<file path="src/rtl/bus_arbiter_pkg.sv">
// Shared CPU package: arbiter FSM states, default sizing constants and a
// modulo-N increment helper used for the round-robin pointer.
package bus_arbiter_pkg;

    typedef enum logic {
        IDLE  = 1'b0,
        GRANT = 1'b1
    } arb_state_t;

    localparam int DEFAULT_N_REQ    = 4;
    localparam int DEFAULT_MAX_HOLD = 8;

    // Next index after v, wrapping at n rather than at a power of two.
    function automatic int wrap_inc(input int v, input int n);
        return (v + 1 >= n) ? 0 : v + 1;
    endfunction

endpackage

</file>
<file path="src/rtl/rr_pick.sv">
// Combinational round-robin search: first set bit of req at ptr, ptr+1, ...
// wrapping modulo N.
module rr_pick #(
    parameter int N = 4,
    parameter int W = $clog2(N)
) (
    input  logic [N-1:0] req,
    input  logic [W-1:0] ptr,
    output logic         found,
    output logic [W-1:0] idx
);

    localparam int P  = 2 ** W;
    localparam int SW = W + 1;

    logic [P-1:0] req_pad;
    logic [W-1:0] cand [N];
    logic [N-1:0] hit;

    // Padding to a power of two lets the candidate index select without width games.
    assign req_pad = P'(req);

    generate
        for (genvar gi = 0; gi < N; gi++) begin : g_cand
            logic [W:0] sum;
            assign sum      = {1'b0, ptr} + SW'(gi);
            assign cand[gi] = (sum >= SW'(N)) ? W'(sum - SW'(N)) : sum[W-1:0];
            assign hit[gi]  = req_pad[cand[gi]];
        end
    endgenerate

    // Walk offsets from far to near so the smallest offset from ptr wins.
    always_comb begin
        found = |hit;
        idx   = '0;
        for (int k = N - 1; k >= 0; k--) begin
            if (hit[k]) begin
                idx = cand[k];
            end
        end
    end

endmodule

</file>
<file path="src/rtl/bus_arbiter.sv">
// Round-robin bus arbiter with bounded locked grants; registered outputs,
// one-cycle grant latency, timeout pulse when a lock is forcibly broken.
module bus_arbiter
    import bus_arbiter_pkg::*;
#(
    parameter int N_REQ    = DEFAULT_N_REQ,
    parameter int MAX_HOLD = DEFAULT_MAX_HOLD
) (
    input  logic                     i_clk,
    input  logic                     i_reset,
    input  logic [N_REQ-1:0]         i_req,
    input  logic                     i_lock,
    output logic [N_REQ-1:0]         o_gnt,
    output logic [$clog2(N_REQ)-1:0] o_gntId,
    output logic                     o_valid,
    output logic                     o_timeout
);

    localparam int IW = $clog2(N_REQ);
    localparam int HW = $clog2(MAX_HOLD);

    arb_state_t     state_reg, state_next;
    logic [IW-1:0]  ptr_reg, ptr_next;
    logic [HW-1:0]  hold_reg, hold_next;
    logic [IW-1:0]  owner_reg, owner_next;
    logic           valid_reg, valid_next;
    logic           timeout_reg, timeout_next;
    logic [N_REQ-1:0] gnt_reg, gnt_next;

    logic [IW-1:0]  owner_inc;
    logic [IW-1:0]  pick_ptr;
    logic           pick_found;
    logic [IW-1:0]  pick_idx;
    logic           owner_req;
    logic           keep;

    assign owner_inc = IW'(wrap_inc(int'(owner_reg), N_REQ));
    assign owner_req = i_req[owner_reg];
    assign keep      = (state_reg == GRANT) && i_lock && owner_req
                       && (hold_reg < HW'(MAX_HOLD - 1));
    // On release the search already starts past the outgoing owner.
    assign pick_ptr  = (state_reg == GRANT) ? owner_inc : ptr_reg;

    rr_pick #(
        .N(N_REQ),
        .W(IW)
    ) u_rr_pick (
        .req   (i_req),
        .ptr   (pick_ptr),
        .found (pick_found),
        .idx   (pick_idx)
    );

    always_comb begin
        state_next   = state_reg;
        ptr_next     = ptr_reg;
        hold_next    = hold_reg;
        owner_next   = owner_reg;
        valid_next   = valid_reg;
        timeout_next = 1'b0;
        gnt_next     = '0;

        case (state_reg)
            IDLE: begin
                hold_next = '0;
                if (pick_found) begin
                    state_next = GRANT;
                    owner_next = pick_idx;
                    valid_next = 1'b1;
                end else begin
                    owner_next = '0;
                    valid_next = 1'b0;
                end
            end
            GRANT: begin
                if (keep) begin
                    hold_next = hold_reg + HW'(1);
                end else begin
                    ptr_next     = owner_inc;
                    hold_next    = '0;
                    // Lock still wanted and owner still requesting: only the hold limit released it.
                    timeout_next = i_lock && owner_req;
                    if (pick_found) begin
                        owner_next = pick_idx;
                        valid_next = 1'b1;
                    end else begin
                        state_next = IDLE;
                        owner_next = '0;
                        valid_next = 1'b0;
                    end
                end
            end
            default: begin
                state_next = IDLE;
                owner_next = '0;
                valid_next = 1'b0;
            end
        endcase

        if (valid_next) begin
            gnt_next = N_REQ'(1) << owner_next;
        end
    end

    always_ff @(posedge i_clk) begin
        if (!i_reset) begin
            state_reg   <= IDLE;
            ptr_reg     <= '0;
            hold_reg    <= '0;
            owner_reg   <= '0;
            valid_reg   <= 1'b0;
            timeout_reg <= 1'b0;
            gnt_reg     <= '0;
        end else begin
            state_reg   <= state_next;
            ptr_reg     <= ptr_next;
            hold_reg    <= hold_next;
            owner_reg   <= owner_next;
            valid_reg   <= valid_next;
            timeout_reg <= timeout_next;
            gnt_reg     <= gnt_next;
        end
    end

    assign o_gnt     = gnt_reg;
    assign o_gntId   = owner_reg;
    assign o_valid   = valid_reg;
    assign o_timeout = timeout_reg;

endmodule

</file>
<file path="config.mk">
export PLATFORM = sky130hd
export DESIGN_NAME = bus_arbiter
export DESIGN_NICKNAME = d
export VERILOG_FILES = /design/src/rtl/bus_arbiter_pkg.sv /design/src/rtl/rr_pick.sv /design/src/rtl/bus_arbiter.sv
export SDC_FILE = /design/constraint.sdc
export NUM_CORES = 1
export LEC_CHECK = 0
export CAP_MARGIN = 25
export CORE_MARGIN = 4
export CORE_UTILIZATION = 47
export CTS_BUF_LIST = sky130_fd_sc_hd__clkbuf_2
export CTS_CLUSTER_DIAMETER = 150
export DETAILED_ROUTE_END_ITERATION = 16
export GPL_TIMING_DRIVEN = 0
export PLACE_DENSITY_LB_ADDON = 0.12
export SLEW_MARGIN = 20
export SYNTH_ARGS = -nofsm -noshare
export SYNTH_HDL_FRONTEND = slang
export SYNTH_SLANG_ARGS = --single-unit
export TNS_END_PERCENT = 30
</file>
<file path="constraint.sdc">
create_clock -name i_clk -period 2.1 [get_ports i_clk]
set_input_delay 0.21 -clock i_clk [delete_from_list [all_inputs] [get_ports i_clk]]
set_output_delay 0.21 -clock i_clk [all_outputs]
set_load 0.005 [all_outputs]
</file>
==> run summary, run 1 <==
Final setup viols: 0
initial core utilization: 53.0%
worst endpoint required time: 2290 ps
global-route wire length before repair: 2700 um
Crit Path Max Fanout: 4
max incr delay on CP: 420 ps
CTS sink count: 14
Slowest-stage cell, CP: or3b_1
Max Clk Rate: 554 MHz
IO Pins: 15
share of cells above drive strength 1: 14.1%
DRT Pass-1 Iters: 4
post-CTS setup buffers: 0
CTS max path bufs: 2
cts repair resizes: 0
CTS H-tree depth: 1
Die ar.: 2260 sq um
Iter 0 DRT Violations: 4
part of the cycle the worst path needs: 86.0%
Post-Synthesis Cells: 74
DR WL/cell: 14.5 um
Startpoint Class: flip-flop
final wirelength: 1550 um
antenna-violating nets left: 0
CTS clk-pin slew, worst paths: 150 ps
R2R Setup Slk: 290 ps
grt ovf: 0
worst-skew pair later-pin latency: 290 ps
Rows: 13
DRC viols: 0
Core Region: 1380 sq um
FF+latch count, synth: 14
RSZ-0062 raised after global routing: no
max reg flops: 4
initial antenna violation count: 0
DIE HEIGHT: 47.5 um
diodes inserted: 0
Area Overhead vs Synth: 24.2%
HP Class: flip-flop to flip-flop
Mapped Nets: 83
Crit. End Element: flip-flop
worst rel slew slack: 69.6%
Port Buffers: 14
final hold vios: 0
worst path arrival time: 2000 ps
CTS root buf: clkbuf_2
GR Util All Layers: 17.7%
hold buffer count at cts: 0
Max Cap Viol: 0
synth unique cells: 33
syn_area_per_cell: 9.91 sq um
Period minus WS final: 1810 ps
Peak supply drop: 0.000409 V
Die Wd: 47.5 um
nets: 102
sequential share of the synthesized area: 38.2%
critical-path cell list: ha_1, or3b_1, a22oi_1, a211oi_1, o21a_1
power density over the cells: 662 nW/um^2
Final Util: 65.9%
via/cell ratio: 5.91
CTS buffer count: 3
cell family with most CP delay: compound AO/OA/AOI/OAI gates
P_leak: 0.365 nW
CTS tree: built
slew of the pin with the lowest slew margin: 452 ps
Buf/Inv on CP: 0
routability congestion estimate: 0.763
dpl hpwl: 1190 um
vias in the first global route: 616
largest net degree at the start of global routing: 9
post-synthesis cell area: 733 sq um
YS warnings: 0
setup TNS: 0 ps
DR vias: 632
final count of pins violating max slew: 0
status: completed
CP Class: flip-flop to flip-flop
Final Skew: 12.3 ps
## final timing paths
check / startpoint / to / cells after the start
worst min-delay path: hold_reg[0]$_SDFF_PN0_ / hold_reg[0]$_SDFF_PN0_ / 1
worst min register to register: hold_reg[0]$_SDFF_PN0_ / hold_reg[0]$_SDFF_PN0_ / 1
worst max-delay path: o_gntId[0]$_SDFF_PN0_ / o_gntId[1]$_SDFF_PN0_ / 5
worst max register to register: o_gntId[0]$_SDFF_PN0_ / o_gntId[1]$_SDFF_PN0_ / 5
## per-stage QoR
step / hold slack, ps / instances / power (mW) / cell area (sq um) / setup WS [ps]
final: 491 / 107 / 0.603 / 911 / 294
after global routing: 530 / 107 / 0.641 / 911 / 166
after CTS: 490 / 107 / 0.609 / 911 / 285
after detailed placement: 471 / 103 / 0.474 / 892 / 231
after global placement: 443 / 103 / 0.470 / 892 / 244
after floorplan: 327 / 74 / 0.408 / 733 / 467
## where the power goes
group	switching [mW]	internal, mW	total [mW]
Clock	0.0929	0.0414	0.134
Combinational	0.0777	0.0911	0.169
Sequential	0.0132	0.287	0.300
## cells in the mapped netlist
master	number	share of area, %
o31ai_1	1	1.0
a22oi_1	1	1.0
buf_6	1	1.5
nor2_1	5	2.6
and3_1	2	1.7
a211oi_1	1	1.0
nand2_1	2	1.0
o31ai_2	1	1.7
nand4_1	2	1.7
o211ai_1	1	1.0
nor3_1	1	0.68
and2_1	1	0.85
nor2b_1	4	3.4
o21ai_0	4	2.7
inv_1	1	0.51
and3_2	2	2.0
nand3_1	6	4.1
o2111ai_1	1	1.2
dfxtp_1	14	38
a2bb2oi_1	1	1.2
nand3b_1	1	1.0
mux2_2	2	3.1
nand2b_1	2	1.7
ha_1	2	3.4
o21a_1	2	2.0
nor3b_1	1	1.0
xnor2_1	1	1.2
o41a_2	1	1.7
o21ai_4	1	2.2
nand3b_4	1	2.7
and2_4	1	1.2
or3b_1	1	1.2
mux2i_1	6	8.2
## placed cells by master, fill, tap and decap left out, types with 3 or more instances in the layout
master and n:
clkbuf_2 3, clkdlybuf4s50_1 14, dfxtp_1 14, mux2i_1 6
nand3_1 6, nor2_1 5, nor2b_1 4, o21ai_0 4
## cells by family after synthesis
group / synth area share, %
AND/OR/NAND/NOR: 27.0
AO/OA/AOI/OAI: 16.9
flip-flops: 38.2
multiplexers: 11.3
buffers and inverters: 2.05
adder cells (fa/ha/maj): 3.41
XOR/XNOR: 1.19
## worst reg2reg max path, delay by kind of cell, from the launching register on
kind / cells / cell delay (ps)
AOI/OAI and AO/OA: 3 / 710
adders and majority gates: 1 / 210
DFF: 1 / 360
and+or+nand+nor: 1 / 420
## area by class of cell
cell class / instances / area, sq um
flip-flops and latches: 14 / 280
inverters: 1 / 3.75
plain buffers: 1 / 11.3
multi-input cells: 58 / 438
fillers: 105 / 472
clock buffers: 3 / 15.0
clock inverters: 1 / 3.75
repair buffers: 14 / 140
well taps: 15 / 18.8
## layer usage
metal | up-vias | track usage (%) | part of all wire (%)
li1 | 312 | - | -
met1 | 299 | 22.1 | 46
met2 | 17 | 28.1 | 48
met3 | 4 | 4.51 | 4.4
met4 | 0 | 8.84 | 1.7
met5 | - | 0 | 0
No activity file was read; power rests on OpenSTA's default activity.
==> inputs of run 2 (changes only) <==
Settings changed: CORE_MARGIN 4 to 10, HOLD_SLACK_MARGIN set to 0.12.
==> run summary, run 2 (synthesis results as in run 1) <==
share of cells above drive strength 1: 14.3% (+0.16 points)
worst endpoint required time: 2310 ps (+20 ps)
met2 usage: 16.0% (-12 points)
Max Cap Viol: 0 (unchanged)
final count of pins violating max slew: 0 (unchanged)
cell count after placement: 104 (+0.97%)
max reg flops: 4 (unchanged)
CTS tree: built
initial antenna violation count: 0 (unchanged)
Crit. End Element: flip-flop
Area Overhead vs Synth: 23.9%
IO Pins: 15 (unchanged)
Crit Reg-Reg Startpoint: o_gntId[0]$_SDFF_PN0_
# fillers: 137 (+30%)
DRT Pass-1 Iters: 4 (unchanged)
DIE HEIGHT: 59.5 um (+25%)
crit path from: o_gntId[0]$_SDFF_PN0_
Die ar.: 3540 sq um (+57%)
status: completed
antenna-violating nets left: 0 (unchanged)
CTS buffer count: 3 (unchanged)
Iter 0 DRT Violations: 7 (+3)
Final setup viols: 0 (unchanged)
routability congestion estimate: 0.762 (-0.16%)
R2R cell count: 6 (+1)
largest net degree at the start of global routing: 8 (-1)
Startpoint Class: flip-flop
met1 Use GR: 12.7% (-9.4 points)
Final Skew: 15.2 ps (+2.92 ps)
setup TNS: 0 ps (unchanged)
worst path arrival time: 2020 ps (+20 ps)
R2R Setup Slk: 290 ps (about the same)
min-delay src: hold_reg[0]$_SDFF_PN0_
total power draw: 0.593 mW (-1.7%)
global-route wire length before repair: 3020 um (+12%)
most frequent cells in the layout: 14 x dfxtp_1, 14 x clkdlybuf4s50_1, 6 x mux2i_1, 6 x nand3_1, 5 x nor2_1
Port Buffers: 14 (unchanged)
final hold vios: 0 (unchanged)
initial core utilization: 49.2% (-3.8 points)
hold buffer count at cts: 0 (unchanged)
CTS clk-pin slew, worst paths: 140 ps (about the same)
WHS Endpoint: hold_reg[0]$_SDFF_PN0_
Rows: 14 (+1)
post-CTS setup buffers: 0 (unchanged)
CTS max path bufs: 2 (unchanged)
final wirelength: 1600 um (+3.3%)
CTS root buf: clkbuf_2
non-filler cells, final: 107 (unchanged)
vias in the first global route: 651 (+5.7%)
gr busiest metal: met2
P_leak: 0.363 nW (-0.43%)
r2r endpoint: o_gnt[3]$_SDFF_PN0_
HP Class: flip-flop to flip-flop
CTS H-tree depth: 1 (unchanged)
worst hold path depth: 1 (unchanged)
slew of the pin with the lowest slew margin: 454 ps (+2.21 ps)
worst-skew pair later-pin latency: 280 ps (about the same)
diodes inserted: 0 (unchanged)
part of the cycle the worst path needs: 86.0% (about the same)
dpl hpwl: 1250 um (+5.3%)
Peak supply drop: 0.000372 V (-9.0%)
Period minus WS final: 1810 ps (-0.606 ps)
power density over the cells: 653 nW/um^2 (-1.4%)
DRC viols: 0 (unchanged)
DR WL/cell: 15.0 um (+3.3%)
via/cell ratio: 5.79 (-1.9%)
nets: 102 (unchanged)
met3 Usage GRT: 5.15% (+0.64 points)
RSZ-0062 raised after global routing: no
cts repair resizes: 0 (unchanged)
CP Class: flip-flop to flip-flop
GR Util All Layers: 11.0% (-6.6 points)
CTS sink count: 14 (unchanged)
worst rel slew slack: 69.6% (about the same)
Crit Path Max Fanout: 3 (-1)
Die Wd: 59.5 um (+25%)
grt ovf: 0 (unchanged)
DR vias: 620 (-1.9%)
Max Clk Rate: 554 MHz (about the same)
Core Region: 1490 sq um (+7.7%)
## run 2: metal layers
metal / share of wire [%] / up-vias
li1: - / 312
met1: 47 / 291
met2: 44 / 13
met3: 7.7 / 4
met4: 1.0 / 0
met5: 0 / -
## run 2: through the flow
step | setup slack [ps] | hold slack (ps) | area [sq um] | utilization (%)
global route | 105 | 531 | 908 | 61.0
finish | 294 | 483 | 908 | 61.0
global placement | 245 | 441 | 893 | 60.0
CTS | 303 | 480 | 908 | 61.0
detailed placement | 194 | 457 | 893 | 60.0
floorplan | 467 | 327 | 733 | -
## run 2: critical path: stages (launching register included)
cell and delay [ps]:
dfxtp_1 360, ha_1 320, mux2_2 320, mux2i_1 150
o2111ai_1 190, nand3b_4 220, o31ai_2 180
## run 2: final cells by class
cell class                 count  area, sq um  area share (%)
buffer                         1         11.3            1.24
clock buffer                   3         15.0            1.65
inverter                       1         3.75           0.413
multi-input combinational     58          438            48.2
sequential                    14          280            30.9
tap                           16         20.0            2.20
timing repair buffer          14          140            15.4
## run 2: how the worst max path moves through the flow
stage               slack [ps]  cells past startpoint                     to
finish                     290                      6    o_gnt[3]$_SDFF_PN0_
global route               100                      6    o_gnt[3]$_SDFF_PN0_
CTS                        300                      6    o_gnt[3]$_SDFF_PN0_
detailed placement         190                      6  o_gntId[0]$_SDFF_PN0_
global placement           250                      5    o_gnt[3]$_SDFF_PN0_
floorplan                  470                      6    o_gnt[3]$_SDFF_PN0_
## run 2: power breakdown
part | internal (mW) | switching (mW) | total [mW]
Sequential | 0.287 | 0.0123 | 0.299
Clock | 0.0390 | 0.0848 | 0.124
Combinational | 0.0910 | 0.0791 | 0.170
